<file path="src/rtl/uart_rx.sv">
// 8N1 oversampling UART receiver with a CPU-side byte buffer consumed on ack rising edges.
// Define UART_RX_FIFO_EN for a FIFO_DEPTH-entry FIFO; otherwise a single holding register.
module uart_rx #(
  parameter int CLKS_PER_BIT = 868,
  parameter int FIFO_DEPTH   = 4
) (
  input  logic       clk,
  input  logic       reset,
  input  logic       rx,
  input  logic       ack,
  output logic       irr,
  output logic [7:0] r_data,
  output logic       overrun,
  output logic       frame_err
);

  localparam int CW = $clog2(CLKS_PER_BIT);
  localparam logic [CW-1:0] HALF_M1 = CW'(CLKS_PER_BIT/2 - 1);
  localparam logic [CW-1:0] FULL_M1 = CW'(CLKS_PER_BIT - 1);

  if (CLKS_PER_BIT < 4 || FIFO_DEPTH < 2 || (FIFO_DEPTH & (FIFO_DEPTH - 1)) != 0) begin : g_bad_param
    $error("uart_rx: CLKS_PER_BIT must be >= 4 and FIFO_DEPTH a power of 2 >= 2");
  end

  typedef enum logic [2:0] {S_IDLE, S_START, S_DATA, S_STOP, S_BREAK} state_t;

  state_t          r_state, w_state_nxt;
  logic            r_meta, r_rxs;
  logic [CW-1:0]   r_cnt, w_cnt_nxt;
  logic [2:0]      r_idx, w_idx_nxt;
  logic [7:0]      r_shift, w_shift_nxt;
  logic            w_expire, w_push, w_ferr, w_drop;
  logic            r_ack_q, w_pop;
  logic            r_overrun, r_frame_err;

  always_ff @(posedge clk) begin
    if (reset) begin
      r_meta <= 1'b1;
      r_rxs  <= 1'b1;
    end else begin
      r_meta <= rx;
      r_rxs  <= r_meta;
    end
  end

  always_ff @(posedge clk) begin
    if (reset) begin
      r_state <= S_IDLE;
      r_cnt   <= '0;
      r_idx   <= '0;
      r_shift <= '0;
    end else begin
      r_state <= w_state_nxt;
      r_cnt   <= w_cnt_nxt;
      r_idx   <= w_idx_nxt;
      r_shift <= w_shift_nxt;
    end
  end

  assign w_expire = (r_cnt == '0);

  // Counter loads N-1 so expiry lands exactly N cycles after the load.
  always_comb begin
    w_state_nxt = r_state;
    w_cnt_nxt   = w_expire ? r_cnt : r_cnt - 1'b1;
    w_idx_nxt   = r_idx;
    w_shift_nxt = r_shift;
    w_push      = 1'b0;
    w_ferr      = 1'b0;
    case (r_state)
      S_IDLE: begin
        if (!r_rxs) begin
          w_state_nxt = S_START;
          w_cnt_nxt   = HALF_M1;
        end
      end
      S_START: begin
        if (w_expire) begin
          if (!r_rxs) begin
            w_state_nxt = S_DATA;
            w_cnt_nxt   = FULL_M1;
            w_idx_nxt   = '0;
          end else begin
            w_state_nxt = S_IDLE;
          end
        end
      end
      S_DATA: begin
        if (w_expire) begin
          w_shift_nxt[r_idx] = r_rxs;
          w_cnt_nxt          = FULL_M1;
          if (r_idx == 3'd7) w_state_nxt = S_STOP;
          else               w_idx_nxt   = r_idx + 3'd1;
        end
      end
      S_STOP: begin
        if (w_expire) begin
          if (r_rxs) begin
            w_push      = 1'b1;
            w_state_nxt = S_IDLE;
          end else begin
            w_ferr      = 1'b1;
            w_state_nxt = S_BREAK;
          end
        end
      end
      S_BREAK: begin
        if (r_rxs) w_state_nxt = S_IDLE;
      end
      default: w_state_nxt = S_IDLE;
    endcase
  end

  always_ff @(posedge clk) begin
    if (reset) r_ack_q <= 1'b0;
    else       r_ack_q <= ack;
  end
  assign w_pop = ack & ~r_ack_q;

`ifdef UART_RX_FIFO_EN
  localparam int AW = $clog2(FIFO_DEPTH);

  logic [7:0]  r_mem [FIFO_DEPTH];
  logic [AW-1:0] r_wr, r_rd;
  logic [AW:0] r_count;
  logic        w_full, w_do_pop, w_do_push;

  assign w_full    = (r_count == (AW+1)'(FIFO_DEPTH));
  assign w_do_pop  = w_pop & irr;
  // A pop in the same cycle frees the slot the push needs.
  assign w_do_push = w_push & (~w_full | w_do_pop);
  assign w_drop    = w_push & ~w_do_push;

  always_ff @(posedge clk) begin
    if (w_do_push) r_mem[r_wr] <= r_shift;
  end

  always_ff @(posedge clk) begin
    if (reset) begin
      r_wr    <= '0;
      r_rd    <= '0;
      r_count <= '0;
    end else begin
      if (w_do_push) r_wr <= r_wr + 1'b1;
      if (w_do_pop)  r_rd <= r_rd + 1'b1;
      case ({w_do_push, w_do_pop})
        2'b10:   r_count <= r_count + 1'b1;
        2'b01:   r_count <= r_count - 1'b1;
        default: r_count <= r_count;
      endcase
    end
  end

  assign irr    = (r_count != '0);
  assign r_data = irr ? r_mem[r_rd] : 8'h00;
`else
  logic [7:0] r_hold;
  logic       r_valid;

  assign w_drop = w_push & r_valid & ~w_pop;

  always_ff @(posedge clk) begin
    if (reset) begin
      r_hold  <= '0;
      r_valid <= 1'b0;
    end else if (w_push && (!r_valid || w_pop)) begin
      r_hold  <= r_shift;
      r_valid <= 1'b1;
    end else if (w_pop) begin
      r_valid <= 1'b0;
    end
  end

  assign irr    = r_valid;
  assign r_data = r_valid ? r_hold : 8'h00;
`endif

  always_ff @(posedge clk) begin
    if (reset) begin
      r_overrun   <= 1'b0;
      r_frame_err <= 1'b0;
    end else begin
      r_overrun   <= w_drop;
      r_frame_err <= w_ferr;
    end
  end

  assign overrun   = r_overrun;
  assign frame_err = r_frame_err;

endmodule

</file>
<file path="config.mk">
export PLATFORM = sky130hd
export DESIGN_NAME = uart_rx
export DESIGN_NICKNAME = d
export VERILOG_FILES = /design/src/rtl/uart_rx.sv
export SDC_FILE = /design/constraint.sdc
export NUM_CORES = 1
export LEC_CHECK = 0
export CAP_MARGIN = 25
export CORE_AREA = 2 2 57 86
export CTS_CLUSTER_DIAMETER = 50
export CTS_CLUSTER_SIZE = 16
export DETAILED_ROUTE_END_ITERATION = 7
export DIE_AREA = 0 0 59 88
export PLACE_DENSITY = 0.59
export SLEW_MARGIN = 20
export SYNTH_ARGS = -nofsm -noshare
export SYNTH_HDL_FRONTEND = slang
export SYNTH_SLANG_ARGS = --single-unit
</file>
<file path="constraint.sdc">
create_clock -name clk -period 3.87 [get_ports clk]
set_clock_uncertainty 0.15 [all_clocks]
set_input_delay 0.774 -clock clk [delete_from_list [all_inputs] [get_ports clk]]
set_output_delay 0.774 -clock clk [all_outputs]
set_load 0.02 [all_outputs]
</file>
==> results.toml <==
[status]
outcome = "complete, no violations"

[floorplan]
pin_count = 15
coreArea_um2 = 4430
die_y_um = 88
die-area_um2 = 5190
fp.dieW_um = 59
initial_utilization_pct = 43.4
num_rows = 30

[sta]
fin_crit_ns = 2.65
fmax_mhz = 377
hold_viol_final = 0
worst_slew_pin_slew_ns = 0.700
min_period_over_period_pct = 68.6
rsz0062_at_grt = "no"
final-setup-viol-count = 0
postLayoutSetupSlackWorst_ns = 1.22
setup_tns_ns = 0
max_slew_margin_pct = 52.8
maxSlewViolCount = 0

[critical_path]
cp.required_ns = 3.88
r2r_start = "r_cnt[0]$_SDFF_PP0_"
start_kind = "register"
critical_path.endpoint = "r_cnt[0]$_SDFF_PP0_"
r2r-end = "r_cnt[0]$_SDFF_PP0_"
r2r_slack_ns = 1.22
worstSetupStartpoint = "r_cnt[0]$_SDFF_PP0_"
crit_fanout = 7
setup.worst_path.end_class = "register"
reg2regPathDepth = 9
arrival_ns = 2.67
path_class = "reg2reg"

[cells_and_area]
mostFrequentLayoutCells = "dfxtp_1, a21oi_1, o21ai_0"
layout.cells.most_common = "dfxtp_1"
area_growth_syn_to_layout_pct = 13.7
layoutNonFillerInstCount = 288
insertedDiodeCount = 0
fin_nets = 248
drive_gt1_share_pct = 8.75

[global_routing]
grt_pass1_wl_mm = 7.65
grt_antenna_before_repair = 0
grt_util_all_layers_pct = 19.3
grt_overflow = 0
grt_pass1_vias = 1648
grt_max_degree = 20

[placement]
globalplace.congestion = 0.809
place_hpwl_mm = 3.14
pre_cts_ws_ns = 1.23
portBuffers = 14
place_inst = 280

[logic_synthesis]
seq_area_frac_synth_pct = 39.5
syn-mean-instance-area_um2 = 8.37
yosysWarnings = 0
synth_edf_count = 0
synthArstFlopShare_pct = 0
synth_cell_types = 51
syn_inst = 230
synth_area_um2 = 1920
ys_seq_elements = 38
syn-num-nets = 239
synthFlopType = "dfxtp_1"

[detailed_routing]
drtIter0Drc = 40
highest_layer = "met4"
antenna_left = 0
dr.pass1.iters = 4
wl_per_cell_um = 15.2
wl_met2_mm = 2.25
routed-via-count = 1695
route.detailed.drc = 0
routed_via_density = 5.89
dr_wl_met3_um = 101
wl_met1_mm = 1.87
drt_wl_total_mm = 4.39

[clock_network]
cts_buffers = 5
cts-resized-gates = 0
cts.sinks = 38
clockBufferDepth = 2
cts.htree.levels = 2
cts_hold_buf = 0
post_cts_buffers = 0
cts.clk_slew.worst_paths_ns = 0.08
clk_latency_ns = 0.29
cts_tree = "built"
root_buffer = "clkbuf_8"

[pwr]
ir_drop_uv = 411
powerDensity_nw_per_um2 = 601
power_leakage_nw = 0.792

[worst_hold_path]
worstHoldStart = "r_meta$_SDFF_PP1_"
hp-class = "reg2reg"

[job]
drv_cap = 0
## critical path, cell delays in order (launching register included)
cell      delay (ns)
dfxtp_1         0.35
inv_1           0.11
ha_1            0.17
nor2b_1         0.38
nand3_1         0.24
ha_1            0.34
or3b_2          0.45
a21o_1          0.16
o21ai_0         0.07
a221oi_1        0.11
## final cells by class
| class | count | area (um^2) |
|---|---|---|
| Multi-Input combinational cell | 169 | 1060 |
| Fill cell | 450 | 2240 |
| Sequential cell | 38 | 761 |
| Clock inverter | 1 | 30.0 |
| Tap cell | 48 | 60.1 |
| Clock buffer | 7 | 76.3 |
| Inverter | 7 | 26.3 |
| Timing Repair Buffer | 18 | 170 |
## cell families (layout without fill, tap and decap cells)
logic type	Yosys count	in the layout	share of synthesized area, %
adder cells (fa/ha/maj)	5	5	3.25
buffers and inverters	23	33	5.14
multiplexers	6	6	3.12
AO/OA/AOI/OAI	62	62	20.2
flip-flops	38	38	39.5
AND/OR/NAND/NOR	96	96	28.7
## flip-flops by register name, summed over array words and instances, names as in the netlist
signal,count
r_cnt,10
r_idx,3
r_meta,1
r_hold,8
irr,1
r_state,3
r_rxs,1
r_ack_q,1
r_shift,8
overrun,1
frame_err,1
## how the worst min path moves through the flow
stage                       end  slack [ns]  cells after the start
6_report       r_rxs$_SDFF_PP1_        0.27                      1
3_5_place_dp   r_rxs$_SDFF_PP1_        0.25                      1
2_1_floorplan  r_rxs$_SDFF_PP1_        0.24                      1
4_1_cts        r_rxs$_SDFF_PP1_        0.27                      1
5_1_grt        r_rxs$_SDFF_PP1_        0.31                      1
3_3_place_gp   r_rxs$_SDFF_PP1_        0.24                      1
## synth_stat cells, drive strengths merged (3+ instances only)
library cell | n | area share (%)
nor2 | 15 | 2.9
dfxtp | 38 | 40
buf | 7 | 2.0
nand4 | 4 | 1.3
nor4b | 3 | 1.4
nor3b | 4 | 1.6
mux2i | 6 | 3.1
o41ai | 3 | 1.4
nand3b | 3 | 1.2
nand3 | 16 | 4.4
or2 | 3 | 0.98
o21ai | 19 | 4.9
inv | 7 | 1.4
ha | 5 | 3.3
a21oi | 21 | 5.5
and2 | 9 | 2.9
nand2 | 18 | 3.5
clkbuf | 9 | 1.8
nor4 | 4 | 2.1
or3b | 3 | 1.4
## routing by layer
metal  track usage (%)  up-vias
li1                  -      855
met1              21.6      793
met2              33.3       31
met3              3.84       16
met4              11.0        0
met5                 0        -
## per-stage QoR
| step | area [um^2] | utilization [%] | hold slack, ns | total power [mW] |
|---|---|---|---|---|
| detailed placement | 2080 | 47.0 | 0.249 | 0.988 |
| global route | 2190 | 49.4 | 0.310 | 1.41 |
| CTS | 2190 | 49.4 | 0.270 | 1.32 |
| global placement | 2080 | 47.0 | 0.242 | 0.985 |
| finish | 2190 | 49.4 | 0.265 | 1.32 |
| floorplan | 1920 | - | 0.239 | 0.889 |
## power breakdown
| group | internal (mW) | total (mW) | switching, mW | leakage, nW |
|---|---|---|---|---|
| sequential | 0.443 | 0.506 | 0.0626 | 0.309 |
| clock | 0.193 | 0.329 | 0.136 | 0.0524 |
| combinational | 0.188 | 0.480 | 0.292 | 0.430 |
No activity file was read; power rests on OpenSTA's default activity.
==> RTL change 1: new RTL, same flow settings <==
The parameter `CLKS_PER_BIT` goes from 868 to 434.
--- a/src/rtl/uart_rx.sv
+++ b/src/rtl/uart_rx.sv
@@ -1,7 +1,7 @@
 // 8N1 oversampling UART receiver with a CPU-side byte buffer consumed on ack rising edges.
 // Define UART_RX_FIFO_EN for a FIFO_DEPTH-entry FIFO; otherwise a single holding register.
 module uart_rx #(
-  parameter int CLKS_PER_BIT = 868,
+  parameter int CLKS_PER_BIT = 434,
   parameter int FIFO_DEPTH   = 4
 ) (
   input  logic       clk,
Check against the original RTL: same outputs for any inputs over 10 cycles, from zero or initial values and one cycle with reset high; that may be too few to reach the edited logic, so the function may still have changed.
==> RTL change 1 against the original RTL <==
Setup slack worse by 0.15 ns; sequential cell count down 1; combinational power down 29%; synthesized area is 4.4% lower; sequential power down 6.5%; total power shrank 11%; routed wire length is 7.6% lower; final area shrank 4.1%; highest routed layer unchanged.
==> RTL change 1: results (changes against the original RTL) <==
\begin{tabular}{lr}
\hline
Metric & Value \\
\hline
\multicolumn{2}{l}{\textbf{Run status}} \\
\quad Status & finished clean \\
\multicolumn{2}{l}{\textbf{Worst setup path}} \\
\quad Arrival time at the worst endpoint & 2.88 ns (+0.21 ns) \\
\multicolumn{2}{l}{\textbf{Global routing}} \\
\quad Maximum number of pins on one net before global-route repair & 29 (+45\%) \\
\quad Met3 routing resource usage after global routing & 0.03693 (-0.001477) \\
\quad GRT Overall Usage & 0.1698 (-0.02313) \\
\quad Met1 track utilization from global routing & 0.1879 (-0.02761) \\
\quad First-pass GRT wire length & 6.679 mm (-13\%) \\
\quad Vias in the first global route & 1433 (-13\%) \\
\quad Met2 usage & 0.2909 (-0.04242) \\
\multicolumn{2}{l}{\textbf{Synth}} \\
\quad Leading cell types by total area after synthesis & dfxtp\_1 (40\%), mux2i\_1 (8.7\%), ha\_1 (3.4\%) \\
\quad Number of unique standard cell types used by synthesis & 49 (-3.9\%) \\
\quad Sequential fraction of the synthesis area & 0.4027 (+0.007402) \\
\quad Commonest cells in the netlist & dfxtp\_1 (37), mux2i\_1 (16), nand2\_1 (15) \\
\quad Post-Synthesis Net Count & 212 (-11\%) \\
\quad Avg Synthesized Cell Area & 9.060 um\^{}2 (+8.3\%) \\
\multicolumn{2}{l}{\textbf{Place}} \\
\quad Post-place instance area & 1978 um\^{}2 (-5.0\%) \\
\quad Cell Count Post-Placement & 250 (-11\%) \\
\quad GP Congestion & 0.8349 (+3.2\%) \\
\quad Detailed placement HPWL & 2.815 mm (-10\%) \\
\multicolumn{2}{l}{\textbf{Final layout}} \\
\quad Number of nets in the finished design & 218 (-12\%) \\
\quad Number of antenna diodes & 0 (unchanged) \\
\quad Fraction of layout cells with a size suffix above 1 & 0.08571 (-0.001786) \\
\quad Final Non-Filler Cells & 258 (-10\%) \\
\multicolumn{2}{l}{\textbf{STA}} \\
\quad WHS & 0.2629 ns (-0.002490 ns) \\
\quad Worst-margin pin slew & 0.9585 ns (+0.2583 ns) \\
\multicolumn{2}{l}{\textbf{Drt}} \\
\quad 1st-iter DRT viols & 51 (+28\%) \\
\quad Total number of vias & 1532 (-9.6\%) \\
\quad Total routed wirelength & 4.053 mm (-7.6\%) \\
\multicolumn{2}{l}{\textbf{Power}} \\
\quad Leakage & 0.7602 nW (-4.0\%) \\
\quad Highest ir drop seen on vdd & 0.2996 mV (-27\%) \\
\hline
\end{tabular}
## RTL change 1: worst paths after layout
check                start        to  cells past startpoint  slack (ns)
setup reg to reg  r_cnt[0]  r_cnt[0]                     10        1.06
hold reg to reg     r_meta     r_rxs                      1        0.26
hold / removal      r_meta     r_rxs                      1        0.26
setup / recovery  r_cnt[0]  r_cnt[0]                     10        1.06
## RTL change 1: kinds of logic after synthesis
kind of cell | synth area share
AOI/OAI and AO/OA | 0.1667
xor gates and xnor gates | 0.009526
adders and majority gates | 0.03401
buffers and inverters | 0.04966
DFF | 0.4027
muxes | 0.08707
and+or+nand+nor | 0.2503
## RTL change 1: stage by stage
step                power, mW  setup WS, ns
global placement       0.8047         1.061
global route            1.232        0.8837
detailed placement     0.8184         1.012
finish                  1.167         1.064
floorplan              0.7653         1.270
CTS                     1.171         1.079
## RTL change 1: area by class of cell
cell class | count | area, um^2
fillers | 450 | 2331
multi-input cells | 144 | 1007
flip-flops and latches | 37 | 740.7
repair buffers | 15 | 147.6
clock buffers | 6 | 82.58
well taps | 48 | 60.06
clock inverters | 2 | 37.54
inverters | 6 | 22.52
## RTL change 1: per-layer routing
metal | wire (um) | vias to the layer above
met5 | 0 | -
met2 | 2049 | 41
met1 | 1732 | 720
met3 | 116 | 16
li1 | - | 755
met4 | 155 | 0
## RTL change 1: worst max-delay path, stage by stage (launching register included)
cell     delay, ns
dfxtp_1       0.36
inv_1         0.10
ha_1          0.16
or4b_1        0.63
nor2_4        0.21
inv_1         0.17
ha_1          0.22
or3b_2        0.43
a21oi_1       0.13
a21oi_1       0.06
a21oi_1       0.11
## RTL change 1: power by group through the flow
stage	Combinational (mW)	Clock [mW]	Sequential, mW
after floorplan	0.304	0	0.461
after global placement	0.331	0	0.474
after detailed placement	0.340	0	0.478
after CTS	0.342	0.359	0.469
after global routing	0.381	0.375	0.476
final	0.343	0.351	0.473
==> RTL change 2: new RTL, config.mk and constraints unchanged <==
Without the edit above. Re-encode `state_t` (5 states) as one-hot, 5 bits wide.
--- a/src/rtl/uart_rx.sv
+++ b/src/rtl/uart_rx.sv
@@ -22,7 +22,7 @@
     $error("uart_rx: CLKS_PER_BIT must be >= 4 and FIFO_DEPTH a power of 2 >= 2");
   end
 
-  typedef enum logic [2:0] {S_IDLE, S_START, S_DATA, S_STOP, S_BREAK} state_t;
+  typedef enum logic [4:0] {S_IDLE = 5'b00001, S_START = 5'b00010, S_DATA = 5'b00100, S_STOP = 5'b01000, S_BREAK = 5'b10000} state_t;
 
   state_t          r_state, w_state_nxt;
   logic            r_meta, r_rxs;
Formal check against the unedited RTL: same outputs for any inputs over 10 cycles, from zero or initial values and one cycle with reset high; not proved beyond that.
==> RTL change 2 against the original RTL <==
Setup slack lost 0.11 ns; total power shrank 4.8%; sequential cell count grew 2; final area grew 9.5%; synthesized area grew 12%; critical path depth grew 1; fmax shrank 4.1%; synthesized cell count grew 11%; final cell count grew 7.3%; non-clock buffer count shrank 2; routed wire length grew 9.5%; critical endpoint unchanged.
==> RTL change 2: results (changes against the original RTL) <==
\begin{tabular}{lr}
\hline
Metric & Value \\
\hline
\multicolumn{2}{l}{\textbf{Final layout}} \\
\quad Sequential cell area share & 0.3342 (-0.01342) \\
\quad Fillers & 419 (-6.9\%) \\
\quad Fraction of layout cells with a size suffix above 1 & 0.07663 (-0.01087) \\
\quad Number of nets in the finished design & 269 (+8.5\%) \\
\multicolumn{2}{l}{\textbf{Drt}} \\
\quad Total met2 wirelength after detailed routing & 2.443 mm (+8.5\%) \\
\quad Met1 wire length & 2.123 mm (+14\%) \\
\quad Total number of vias & 1863 (+9.9\%) \\
\quad Met3 WL & 120 um (+19\%) \\
\quad Final routed wire length divided by cell count & 15.55 um (+2.1\%) \\
\multicolumn{2}{l}{\textbf{Synth}} \\
\quad Leading cell types by total area after synthesis & dfxtp\_1 (37\%), a21oi\_1 (5.6\%), nand3\_1 (3.2\%) \\
\quad Number of unique standard cell types used by synthesis & 53 (+3.9\%) \\
\quad Compound-Gate Fraction of Synth Area & 0.2192 (+0.01699) \\
\quad Commonest cells in the netlist & dfxtp\_1 (40), a21oi\_1 (24), clkbuf\_1 (14), nand3\_1 (14) \\
\quad Sequential fraction of the synthesis area & 0.3702 (-0.02516) \\
\quad Xor-xnor portion of the synthesized cell area & 0.02429 (+0.02429) \\
\multicolumn{2}{l}{\textbf{STA}} \\
\quad Crit share post-route & 0.7150 (+0.02898) \\
\quad Relative slew margins & 0.4891 (-0.03920) \\
\multicolumn{2}{l}{\textbf{Power}} \\
\quad Power in combinational cells & 0.440 mW (-8.3\%) \\
\quad Leakage & 0.8369 nW (+5.7\%) \\
\quad Highest ir drop seen on vdd & 0.2055 mV (-50\%) \\
\multicolumn{2}{l}{\textbf{Global routing}} \\
\quad Maximum number of pins on one net before global-route repair & 26 (+30\%) \\
\quad First-pass GRT wire length & 8.231 mm (+7.7\%) \\
\multicolumn{2}{l}{\textbf{Run status}} \\
\quad Status & finished clean \\
\multicolumn{2}{l}{\textbf{Worst setup path}} \\
\quad CP max-delay cell & nor3b\_2 \\
\quad Largest stage delay on the critical path & 0.37 ns (-0.08 ns) \\
\multicolumn{2}{l}{\textbf{Place}} \\
\quad Detailed placement HPWL & 3.397 mm (+8.1\%) \\
\hline
\end{tabular}
RTL change 2: cell types whose count changed in the layout (fill, tap and decap cells not counted), moves of 4 or more:
| cell | delta |
|---|---|
| nor3_1 | +10 |
| nand2_1 | -13 |
| nor2b_1 | +4 |
| nand2b_1 | +4 |
| mux2i_1 | -5 |
| xnor2_1 | +4 |
| a211oi_1 | +4 |
| o21ai_0 | -8 |
RTL change 2: stage by stage:
| stage | instance area, um^2 | utilization | hold slack, ns |
|---|---|---|---|
| 2_1_floorplan | 2163 | - | 0.2395 |
| 3_3_place_gp | 2306 | 0.5206 | 0.2576 |
| 3_5_place_dp | 2306 | 0.5206 | 0.2579 |
| 4_1_cts | 2396 | 0.5410 | 0.2783 |
| 5_1_grt | 2396 | 0.5410 | 0.2985 |
| 6_report | 2396 | 0.5410 | 0.2740 |
